File: src/rtl/score_accumulator_if.sv
// rtl/score_accumulator_if.sv - game control and score stream bundle for score_accumulator
interface score_accumulator_if #(
   parameter int WIDTH  = 8,
   parameter int ROUNDS = 8
);
   localparam int CW = $clog2(ROUNDS + 1);

   logic             start;
   logic             score_valid;
   logic [WIDTH-1:0] score_in;
   logic             score_ready;
   logic [WIDTH-1:0] total;
   logic [CW-1:0]    round_cnt;
   logic             overflow;
   logic             busy;
   logic             done;

   modport master (
      output start, score_valid, score_in,
      input  score_ready, total, round_cnt, overflow, busy, done
   );

   modport slave (
      input  start, score_valid, score_in,
      output score_ready, total, round_cnt, overflow, busy, done
   );
endinterface

File: src/rtl/score_accumulator.sv
// rtl/score_accumulator.sv - per-game score accumulator with ripple-carry adder and sticky overflow
module full_adder (
   input  logic a,
   input  logic b,
   input  logic cin,
   output logic s,
   output logic cout
);
   assign s    = a ^ b ^ cin;
   assign cout = (a & b) | (cin & (a ^ b));
endmodule

module score_accumulator #(
   parameter int WIDTH  = 8,
   parameter int ROUNDS = 8,
   parameter int SAT    = 1
) (
   input logic                clk,
   input logic                rst,
   score_accumulator_if.slave bus
);
   localparam int            CW   = $clog2(ROUNDS + 1);
   localparam logic [CW-1:0] LAST = CW'(ROUNDS - 1);

   typedef enum logic [1:0] {IDLE, ACCUM, DONE} state_t;

   state_t           state, state_d;
   logic [WIDTH-1:0] total_q, total_d;
   logic [CW-1:0]    cnt_q, cnt_d;
   logic             ovf_q, ovf_d;

   logic [WIDTH:0]   carry;
   logic [WIDTH-1:0] sum;
   logic [WIDTH-1:0] reduced;
   logic             accept;

   assign carry[0] = 1'b0;

   genvar i;
   generate
      for (i = 0; i < WIDTH; i++) begin : g_rca
         full_adder u_fa (
            .a    (total_q[i]),
            .b    (bus.score_in[i]),
            .cin  (carry[i]),
            .s    (sum[i]),
            .cout (carry[i+1])
         );
      end
   endgenerate

   // Saturating mode pins the total at all-ones whenever the chain carries out.
   assign reduced = ((SAT != 0) && carry[WIDTH]) ? {WIDTH{1'b1}} : sum;
   assign accept  = bus.score_valid && (state == ACCUM);

   always_comb begin
      state_d = state;
      total_d = total_q;
      cnt_d   = cnt_q;
      ovf_d   = ovf_q;
      case (state)
         IDLE, DONE: begin
            if (bus.start) begin
               state_d = ACCUM;
               total_d = '0;
               cnt_d   = '0;
               ovf_d   = 1'b0;
            end
         end
         ACCUM: begin
            // A restart wins over a score presented on the same cycle.
            if (bus.start) begin
               total_d = '0;
               cnt_d   = '0;
               ovf_d   = 1'b0;
            end else if (accept) begin
               total_d = reduced;
               cnt_d   = cnt_q + 1'b1;
               ovf_d   = ovf_q | carry[WIDTH];
               if (cnt_q == LAST) begin
                  state_d = DONE;
               end
            end
         end
         default: state_d = IDLE;
      endcase
   end

   always_ff @(posedge clk) begin
      if (rst) begin
         state   <= IDLE;
         total_q <= '0;
         cnt_q   <= '0;
         ovf_q   <= 1'b0;
      end else begin
         state   <= state_d;
         total_q <= total_d;
         cnt_q   <= cnt_d;
         ovf_q   <= ovf_d;
      end
   end

   assign bus.score_ready = (state == ACCUM);
   assign bus.busy        = (state == ACCUM);
   assign bus.done        = (state == DONE);
   assign bus.total       = total_q;
   assign bus.round_cnt   = cnt_q;
   assign bus.overflow    = ovf_q;
endmodule
File: src/flat_wrapper.sv
// flat-port wrapper written by rule: the top's interface ports become plain ports
module score_accumulator_flat 
#(
   parameter int WIDTH  = 8,
   parameter int ROUNDS = 8,
   parameter int SAT    = 1
)
  (clk, rst, bus_start, bus_score_valid, bus_score_in, bus_score_ready, bus_total, bus_round_cnt, bus_overflow, bus_busy, bus_done);
  score_accumulator_if #(.WIDTH(WIDTH), .ROUNDS(ROUNDS)) bus_i ();
  input logic clk;
  input logic rst;
  input wire logic [$bits(bus_i.start)-1:0] bus_start;
  input wire logic [$bits(bus_i.score_valid)-1:0] bus_score_valid;
  input wire logic [$bits(bus_i.score_in)-1:0] bus_score_in;
  output wire logic [$bits(bus_i.score_ready)-1:0] bus_score_ready;
  output wire logic [$bits(bus_i.total)-1:0] bus_total;
  output wire logic [$bits(bus_i.round_cnt)-1:0] bus_round_cnt;
  output wire logic [$bits(bus_i.overflow)-1:0] bus_overflow;
  output wire logic [$bits(bus_i.busy)-1:0] bus_busy;
  output wire logic [$bits(bus_i.done)-1:0] bus_done;
  assign bus_i.start = bus_start;
  assign bus_i.score_valid = bus_score_valid;
  assign bus_i.score_in = bus_score_in;
  assign bus_score_ready = bus_i.score_ready;
  assign bus_total = bus_i.total;
  assign bus_round_cnt = bus_i.round_cnt;
  assign bus_overflow = bus_i.overflow;
  assign bus_busy = bus_i.busy;
  assign bus_done = bus_i.done;
  score_accumulator #(.WIDTH(WIDTH), .ROUNDS(ROUNDS), .SAT(SAT)) u_core (.clk(clk), .rst(rst), .bus(bus_i));
endmodule
File: config.mk
export PLATFORM = sky130hd
export DESIGN_NAME = score_accumulator_flat
export DESIGN_NICKNAME = d
export VERILOG_FILES = /design/src/rtl/score_accumulator_if.sv /design/src/rtl/score_accumulator.sv /design/src/flat_wrapper.sv
export SDC_FILE = /design/constraint.sdc
export NUM_CORES = 1
export LEC_CHECK = 0
export BUFFER_PORTS_ARGS = -buffer_cell sky130_fd_sc_hd__buf_4
export CAP_MARGIN = 10
export CORE_MARGIN = 2
export CORE_UTILIZATION = 35
export DETAILED_ROUTE_END_ITERATION = 16
export PLACE_DENSITY = 0.61
export SKIP_CTS_REPAIR_TIMING = 1
export SLEW_MARGIN = 20
export SYNTH_ARGS = -nofsm -noshare
export SYNTH_HDL_FRONTEND = slang
export SYNTH_HIERARCHICAL = 1
export SYNTH_SLANG_ARGS = --single-unit
File: constraint.sdc
create_clock -name clk -period 6.3 [get_ports clk]
set_input_delay 0.63 -clock clk [delete_from_list [all_inputs] [get_ports clk]]
set_output_delay 0.63 -clock clk [all_outputs]
set_load 0.02 [all_outputs]
; Yosys cells after proc, flatten, opt, wreduce, memory -nomap -nowiden
; Index checks and enable logic that the tools add are counted.
[totals]
reg_bits = 15
latchBits = 0
ramBits = 0
romBits = 0
in_bits = 12
elab_cells = 75
memories = 0
[classes]
n_addsub = 1
multipliers = 0
n_div = 0
order_cmp = 0
n_eq_ne = 8
shift = 0
mux = 18
bitwise = 38
n_reduce_logical = 6
[ops]
columns = operator, count
row1 = 2-to-1 mux 8 bit, 4
row2 = one-hot mux 8 bit (2 select lines), 1
row3 = AND 1 bit, 15
row4 = XOR 1 bit, 15
row5 = 2-to-1 mux 4 bit, 3
row6 = 2-to-1 mux 2 bit, 4
row7 = bitwise OR 1 bit, 8
row8 = one-hot mux 4 bit (2 select lines), 1
row9 = "adder 4 x 1 -> 4 bit, second input constant", 1
row10 = "== test 4 x 3 -> 1 bit, second input constant", 1
row11 = "inequality test 2 x 1 -> 1 bit, second input constant", 2
row12 = "inequality test 2 bit, second input constant", 2
row13 = one-hot mux 2 bit (2 select lines), 1
row14 = AND reduction 4 bit, 1
row15 = 2-to-1 mux 1 bit, 3
row16 = "inequality test 3 x 2 -> 1 bit, second input constant", 1
row17 = AND reduction 3 bit, 1
row18 = "== test 2 x 1 -> 1 bit, second input constant", 1
row19 = "== test 2 bit, second input constant", 1
row20 = logical NOT 2 bit, 1
row21 = one-hot mux 1 bit (2 select lines), 1
row22 = nonzero test 2 bit, 1
row23 = OR reduction 2 bit, 1
row24 = logical AND 1 bit, 1

; Depth between registers and ports, before layout
; Gate-level depths: netlist (run 1).
[depth]
depth_word = 19
ltp_mapped = 11
ltp_nobuf = 10

; Modules after synthesis
; The synthesis (run 1) kept the hierarchy.
[by_module_without_submodules]
columns = mod, instances, cells_each, area_each_um2
row1 = score_accumulator, 1, 77, 666.9
row2 = full_adder, 8, 1, 20.0

; Least setup slack after synthesis (run 1)
; No wires, ideal clock.
[synth_path]
path_type = input -> register
from = in bus_score_in[0]
to = reg u_core.total_q[0] (netlist: u_core/bus.total[0])
setup_ns = 0.123
arrival_time_ns = 4.147
slack_ns = 2.030
cell_stages = 11
path_buffers = 1
path_cell_list = fa_1 fa_1 fa_1 fa_1 fa_1 fa_1 fa_1 fa_1 buf_1 nor4_1 nor3_1
[synth_via]
elab_chain_cells = 19
word_cells_on_any_way = 20
cone_classes = mux: 4 / bitwise: 16
[synth_rtl]
columns = element, line
row1 = from (decl), flat_wrapper.sv:14  ; input wire logic [$bits(bus_i.score_in)-1:0] bus_score_in;
row2 = AND 1 bit (2 in a row), score_accumulator.sv:10  ; assign cout = (a & b) | (cin & (a ^ b));
row3 = bitwise OR 1 bit, score_accumulator.sv:10
row4 = named net u_core.carry[2], score_accumulator.sv:32  ; logic [WIDTH:0] carry;
row5 = AND 1 bit, score_accumulator.sv:10
row6 = bitwise OR 1 bit, score_accumulator.sv:10
row7 = named net u_core.carry[3], score_accumulator.sv:32
row8 = AND 1 bit, score_accumulator.sv:10
row9 = bitwise OR 1 bit, score_accumulator.sv:10
row10 = named net u_core.carry[4], score_accumulator.sv:32
row11 = [2 not listed], -
row12 = named net u_core.carry[5], score_accumulator.sv:32
row13 = [2 not listed], -
row14 = named net u_core.carry[6], score_accumulator.sv:32
row15 = [2 not listed], -
row16 = named net u_core.carry[7], score_accumulator.sv:32
row17 = AND 1 bit, score_accumulator.sv:10
row18 = bitwise OR 1 bit, score_accumulator.sv:10
row19 = named net u_core.carry[8], score_accumulator.sv:32
row20 = 2-to-1 mux 8 bit, score_accumulator.sv:53  ; assign reduced = ((SAT != 0) && carry[WIDTH]) ? {WIDTH{1'b1}} : sum;
row21 = 2-to-1 mux 8 bit, score_accumulator.sv:76  ; end else if (accept) begin
row22 = 2-to-1 mux 8 bit, score_accumulator.sv:72  ; if (bus.start) begin
row23 = one-hot mux 8 bit (2 select lines), score_accumulator.sv:61  ; case (state)
row24 = to (signal assigned), score_accumulator.sv:97  ; total_q <= total_d;
row25 = to (decl), score_accumulator.sv:28  ; logic [WIDTH-1:0] total_q, total_d;
; The timed path passes the listed nets, and every way through them passes these cells. The select of a mux whose other input is x is not followed.
; A chain may end at the register's enable or synchronous reset.

; Worst setup path after layout (run 1)
[layout_path]
from = in bus_score_in[0]
to = reg u_core.total_q[4] (netlist: u_core/bus.total[4])
[layout_via]
elab_chain_cells = 19
word_cells_on_any_way = 20
cone_classes = mux: 4 / bitwise: 16
[layout_rtl]
columns = element, line
row1 = AND 1 bit, score_accumulator.sv:10
row2 = named net u_core.carry[1], score_accumulator.sv:32
row3 = AND 1 bit, score_accumulator.sv:10
row4 = bitwise OR 1 bit, score_accumulator.sv:10
row5 = named net u_core.carry[2], score_accumulator.sv:32
row6 = AND 1 bit, score_accumulator.sv:10
row7 = bitwise OR 1 bit, score_accumulator.sv:10
row8 = named net u_core.carry[3], score_accumulator.sv:32
row9 = [2 not listed], -
row10 = named net u_core.carry[4], score_accumulator.sv:32
row11 = [2 not listed], -
row12 = named net u_core.carry[5], score_accumulator.sv:32
row13 = [2 not listed], -
row14 = named net u_core.carry[6], score_accumulator.sv:32
row15 = [2 not listed], -
row16 = named net u_core.carry[7], score_accumulator.sv:32
row17 = AND 1 bit, score_accumulator.sv:10
row18 = bitwise OR 1 bit, score_accumulator.sv:10
row19 = named net u_core.carry[8], score_accumulator.sv:32
row20 = 2-to-1 mux 8 bit, score_accumulator.sv:53
row21 = 2-to-1 mux 8 bit, score_accumulator.sv:76
row22 = 2-to-1 mux 8 bit, score_accumulator.sv:72
row23 = one-hot mux 8 bit (2 select lines), score_accumulator.sv:61
; The timed path passes the listed nets, and every way through them passes these cells. The select of a mux whose other input is x is not followed.

==> metrics.yaml, run 1 <==
vias_per_cell: 5.50
synth_seq_area_share: 0.363
cts_tree: "yes"
cts.reportedPaths.clkPinSlew_ps: 90
die_area_mm2: 0.00277
static-leakage-power_nw: 0.447
timing.fmax_ghz: 0.234
setup_tns_ps: 0
startpoint_type: "input port"
crit_type: "in -> reg"
grt_use_total: 0.158
gp_congestion: 0.738
final_antenna_net_count: 0
syn_avg_cell_area_um2: 9.73
ys_warn_count: 6
num_rows: 17
slew_violations: 0
report.final.hold_viol_count: 0
worstSetupStartpoint: "bus_score_in[0]"
die_w_um: 52.6
worst_slack_ps: 2020
design_area_mm2: 0.00106
worst_pin_slew_ps: 1070
hold_path.class: "reg -> reg"
overflow: 0
synth_nets: 106
drive_gt1_frac: 0.288
cts.sink_count: 15
grt_pass1_wl_um: 3170
status: "finished clean"
skew_ps: 1.45
vias: 764
syn2layout_area_growth_pct: 28.7
period_share: 0.680
antenna_cells: 0
placed_cell_area_mm2: 0.00104
synth.cell_area_um2: 827
core_region_area_mm2: 0.00223
setup_viol: 0
start_util: 0.370
fin_crit_ps: 4280
timing.slew.headroom: 0.287
cts_root_buf: "clkbuf_4"
first_iter_violations: 6
preCtsSetupSlack_ps: 1710
die_h_um: 52.6
dpl.hpwl_um: 1450
fin_nets: 133
grt_max_degree: 15
p_per_area_mw_per_mm2: 189
wirelength_um: 1900
drc: 0
grt_pass1_vias: 705
fillers: 233
worstPathArrival_ps: 4440
antenna_found_initial: 0
avgRoutedWirePerCell_um: 13.7
clk_latency_ps: 280
rsz0062_at_grt: "no"
synth_cell_type_count: 29
cp_max_fo: 9
ir_drop_mv: 0.120
cp-end-kind: "flip-flop"
h-tree-depth: 1
required_ps: 6460
synth_cells: 85
io_pins: 28
numCtsBuffers: 3
port_buffers: 27
clk_path_buf_depth: 2
dr.pass1.iters: 4
ys_ff_latch: 15
hp-start: "u_core/bus.overflow$_SDFFE_PP0P_"
r2r-start: "u_core/bus.total[0]$_SDFFE_PP0P_"
cap_violations: 0
==> per-stage QoR <==
stage | cells | hold WS [ps] | total power [mW] | utilization
3_3_place_gp | 135 | 486 | 0.148 | 0.465
3_5_place_dp | 135 | 487 | 0.149 | 0.465
4_1_cts | 139 | 511 | 0.205 | 0.477
2_1_floorplan | 85 | 581 | 0.131 | -
5_1_grt | 139 | 528 | 0.216 | 0.477
6_report | 139 | 506 | 0.201 | 0.477
==> worst max-delay path: stages <==
cell	delay, ps
buf_4	110
fa_1	400
fa_1	390
fa_1	400
fa_1	390
fa_1	390
fa_1	390
fa_1	390
fa_1	510
nor4_1	360
nor3_1	80
==> cells in the final DEF, fill, tap and decap left out, types with 2 or more instances in the layout <==
cell	instances
fa_1	8
a21o_1	2
a21oi_1	14
dfxtp_1	15
o21ai_0	4
nor3_1	5
clkbuf_4	3
buf_4	27
nor4_1	5
a211oi_1	3
o21ai_1	4
nand3_1	3
inv_1	2
==> final timing paths <==
check / endpoint / slack [ps] / depth (start not counted)
worst max-delay path: u_core/bus.total[4]$_SDFFE_PP0P_ / 2020 / 11
worst min-delay path: u_core/bus.overflow$_SDFFE_PP0P_ / 510 / 2
worst max register to register: u_core/bus.total[4]$_SDFFE_PP0P_ / 2100 / 10
worst min register to register: u_core/bus.overflow$_SDFFE_PP0P_ / 510 / 2
==> cells in the mapped netlist <==
library cell | number | area, µm²
a211oi_1 | 3 | 22.5
a21o_1 | 2 | 15.0
a21oi_1 | 14 | 70.1
a31oi_1 | 1 | 6.26
a41oi_1 | 1 | 8.76
and2_4 | 1 | 8.76
and2b_1 | 1 | 7.51
and4bb_1 | 1 | 12.5
buf_1 | 1 | 3.75
buf_2 | 3 | 15.0
buf_4 | 1 | 7.51
conb_1 | 1 | 3.75
dfxtp_1 | 15 | 300
fa_1 | 8 | 160
ha_1 | 1 | 12.5
inv_1 | 2 | 7.51
nand2_2 | 1 | 6.26
nand2b_1 | 1 | 6.26
nand3_1 | 3 | 15.0
nor2_1 | 1 | 3.75
nor2b_1 | 1 | 6.26
nor3_1 | 5 | 25.0
nor4_1 | 5 | 31.3
nor4bb_1 | 1 | 10.0
o21ai_0 | 4 | 20.0
o21ai_1 | 4 | 20.0
o31ai_1 | 1 | 7.51
or3_1 | 1 | 6.26
or4_1 | 1 | 7.51
==> metal layers <==
metal,global-route usage,vias to the layer above,share of wire
li1,-,365,-
met1,0.198,372,0.46
met2,0.244,25,0.47
met3,0.0600,2,0.062
met4,0.0641,0,0.0074
met5,0,-,0
==> cell families (layout without fill, tap and decap cells) <==
group | after synthesis | after routing | share of synthesized area
compound gates | 30 | 30 | 0.206
simple gates | 23 | 23 | 0.177
flops | 15 | 15 | 0.363
fa+ha+maj | 9 | 9 | 0.209
buf+inv | 7 | 33 | 0.0408
other cells | 1 | 1 | 0.00453
==> flip-flops by register name (all words and copies together) (netlist names) <==
name,count
u_core/bus.overflow,1
u_core/bus.round_cnt,4
u_core/bus.total,8
u_core/state,2
==> final cells by class <==
cell class                      instances  area (µm²)  area share
Tap cell                               28        35.0      0.0329
Inverter                                2        7.51     0.00705
Multi-Input combinational cell         63         493       0.463
Timing Repair Buffer                   27         203       0.190
Sequential cell                        15         300       0.282
Clock buffer                            4        26.3      0.0247
==> where the power goes <==
group / switching, mW / total [mW] / internal, mW
sequential: 0.00452 / 0.103 / 0.0985
clock: 0.0300 / 0.0545 / 0.0245
combinational: 0.0230 / 0.0434 / 0.0204
Note: power is estimated with default switching activity, not from simulation.
==> inputs of run 2 (changes only) <==
PLACE_DENSITY = 0.63   (was 0.61)
clock period = 3.6 ns   (was 6.3 ns; I/O delays follow)
==> run 2 against run 1 <==
  * The run now ends with negative setup slack left
  * Sequential power up 76%
  * Non-clock buffer count up 1
  * Clock-buffer cell count unchanged
  * Critical endpoint is now u_core/bus.total[6]$_SDFFE_PP0P_
  * Die area unchanged
  * Highest routed layer unchanged
  * Power up 83%
  * Worst setup slack worse by 2200 ps
  * Flip-flop and latch count unchanged
  * Hold slack worse by 220 ps
  * Global-route usage up 1.1 points
  * Largest cell class unchanged
==> metrics.yaml, run 2 (synthesis gave the netlist of run 1 again) <==
status: "complete, but fails checks"  # was finished clean
violations: "negative setup slack"
p_per_area_mw_per_mm2: 324  # was 189 mW/mm²
numCtsBuffers: 3  # unchanged
start_util: 0.370  # unchanged
largest_register_ffs: 8  # unchanged
cts_tree: "yes"  # unchanged
setup_viol: 9  # was 0
skew_ps: 1.77  # was 1.45 ps
vias: 766  # was 764
dr.pass1.iters: 4  # unchanged
cts.sink_count: 15  # unchanged
p_int_mw: 0.259  # was 0.143 mW
layout_common_cells: "buf_4, dfxtp_1, a21oi_1"  # unchanged
cp-end-kind: "flip-flop"  # unchanged
num_rows: 17  # unchanged
path_cells: "fa_2, fa_2, fa_2, fa_2, fa_2, fa_2, fa_2, fa_2, nor4_2, nor3_1"  # was buf_4, fa_1, fa_1, fa_1, fa_1, fa_1, fa_1, fa_1, fa_1, nor4_1, nor3_1
antenna_found_initial: 0  # unchanged
die_area_mm2: 0.00277  # unchanged
fillers: 219  # was 233
rsz0062_at_grt: "yes"  # was no
core_region_area_mm2: 0.00223  # unchanged
static-leakage-power_nw: 0.447  # about the same
hold_path.class: "in -> reg"  # was reg -> reg
final_antenna_net_count: 0  # unchanged
grt_max_degree: 15  # unchanged
cts_root_buf: "clkbuf_4"  # unchanged
required_ps: 3770  # was 6460 ps
crit_type: "reg -> reg"  # was in -> reg
placed_cell_area_mm2: 0.00110  # was 0.00104 mm²
dpl.hpwl_um: 1500  # was 1450 µm
clk_path_buf_depth: 2  # unchanged
power.share.clock: 0.265  # was 0.271
seqCellArea_um2: 304  # was 300 µm²
critPathTopFamily: "adder cells"  # unchanged
clk_latency_ps: 280  # about the same
cts.reportedPaths.clkPinSlew_ps: 90  # about the same
period_share: 1.04
cp_max_fo: 9  # unchanged
cp.buffers_inverters: 0  # was 1
die_h_um: 52.6  # unchanged
cap_violations: 0  # unchanged
multi_input_comb_area_um2: 548  # was 493 µm²
pwr-share-seq: 0.493  # was 0.513
ir_drop_mv: 0.154  # was 0.120 mV
comb_power_share: 0.242  # was 0.216
drc: 0  # unchanged
max_stage_delay_ps: 450  # was 510 ps
report.final.hold_viol_count: 0  # unchanged
switching_power_mw: 0.108  # was 0.0575 mW
die_w_um: 52.6  # unchanged
io_pins: 28  # unchanged
startpoint_type: "flip-flop"  # was input port
worstPathArrival_ps: 3920  # was 4440 ps
antenna_cells: 0  # unchanged
first_iter_violations: 24  # was 6
wirelength_um: 1960  # was 1900 µm
preCtsSetupSlack_ps: -258  # was 1710 ps
overflow: 0  # unchanged
slew_violations: 0  # unchanged
syn2layout_area_growth_pct: 36.8  # was 28.7%
grt_pass1_vias: 731  # was 705
worst_pin_slew_ps: 703  # was 1070 ps
timing.slew.headroom: 0.531  # was 0.287
cpMostUsedCell: "fa_2"  # was fa_1
timing.fmax_ghz: 0.266
grt_pass1_wl_um: 3370  # was 3170 µm
swShare: 0.293  # was 0.286
drive_gt1_frac: 0.429  # was 0.288
h-tree-depth: 1  # unchanged
slowest_stage: "fa_2"  # was fa_1
fin_nets: 134  # was 133
avgRoutedWirePerCell_um: 14.0  # was 13.7 µm
final_util: 0.506  # was 0.477
vias_per_cell: 5.47  # was 5.50
fin_crit_ps: 3760
gp_congestion: 0.738  # about the same
port_buffers: 27  # unchanged
final_common_cell: "buf_4"  # unchanged
worst_slack_ps: -155  # was 2020 ps
finalPower_mw: 0.367  # was 0.201 mW
grt_use_total: 0.169  # was 0.158
design_area_mm2: 0.00113  # was 0.00106 mm²
run 2: changes by cell type in the layout (fill, tap and decap cells not counted), sizes merged:
cell / delta
buf: +1
run 2: cell type report:
cell class                 instances  share of cell area
clock buffer                       4              0.0232
inverter                           2             0.00664
multi-input combinational         63               0.485
sequential                        15               0.269
tap                               28              0.0310
timing repair buffer              28               0.186
run 2: final timing paths:
kind	start	endpoint	slack, ps	cells after the start
worst max-delay path	u_core/bus.total[0]$_SDFFE_PP0P_	u_core/bus.total[6]$_SDFFE_PP0P_	-160	10
worst min-delay path	rst	u_core/state[1]$_SDFFE_PP0P_	280	2
worst max register to register	u_core/bus.total[0]$_SDFFE_PP0P_	u_core/bus.total[6]$_SDFFE_PP0P_	-160	10
worst min register to register	u_core/bus.overflow$_SDFFE_PP0P_	u_core/bus.overflow$_SDFFE_PP0P_	500	2
run 2: power by group through the flow:
| stage | Clock [mW] | Combinational, mW | Sequential, mW |
|---|---|---|---|
| 6_report | 0.0974 | 0.0888 | 0.181 |
| 5_1_grt | 0.111 | 0.0995 | 0.182 |
| 4_1_cts | 0.105 | 0.0890 | 0.181 |
| 3_5_place_dp | 0 | 0.0892 | 0.184 |
| 3_3_place_gp | 0 | 0.0875 | 0.184 |
| 2_1_floorplan | 0 | 0.0507 | 0.190 |
run 2: layer usage:
layer,track usage,part of all wire,vias up
met3,0.0400,0.061,4
met4,0.0897,0.015,0
met1,0.238,0.46,364
met5,0,0,-
met2,0.238,0.46,30
li1,-,-,368
run 2: per-stage QoR:
stage	hold slack [ps]	setup TNS [ps]	std cells
final	282	-923	140
after global routing	270	-1980	140
after CTS	265	-994	140
after detailed placement	493	-1860	136
after global placement	478	-1560	136
after floorplan	429	-264	85
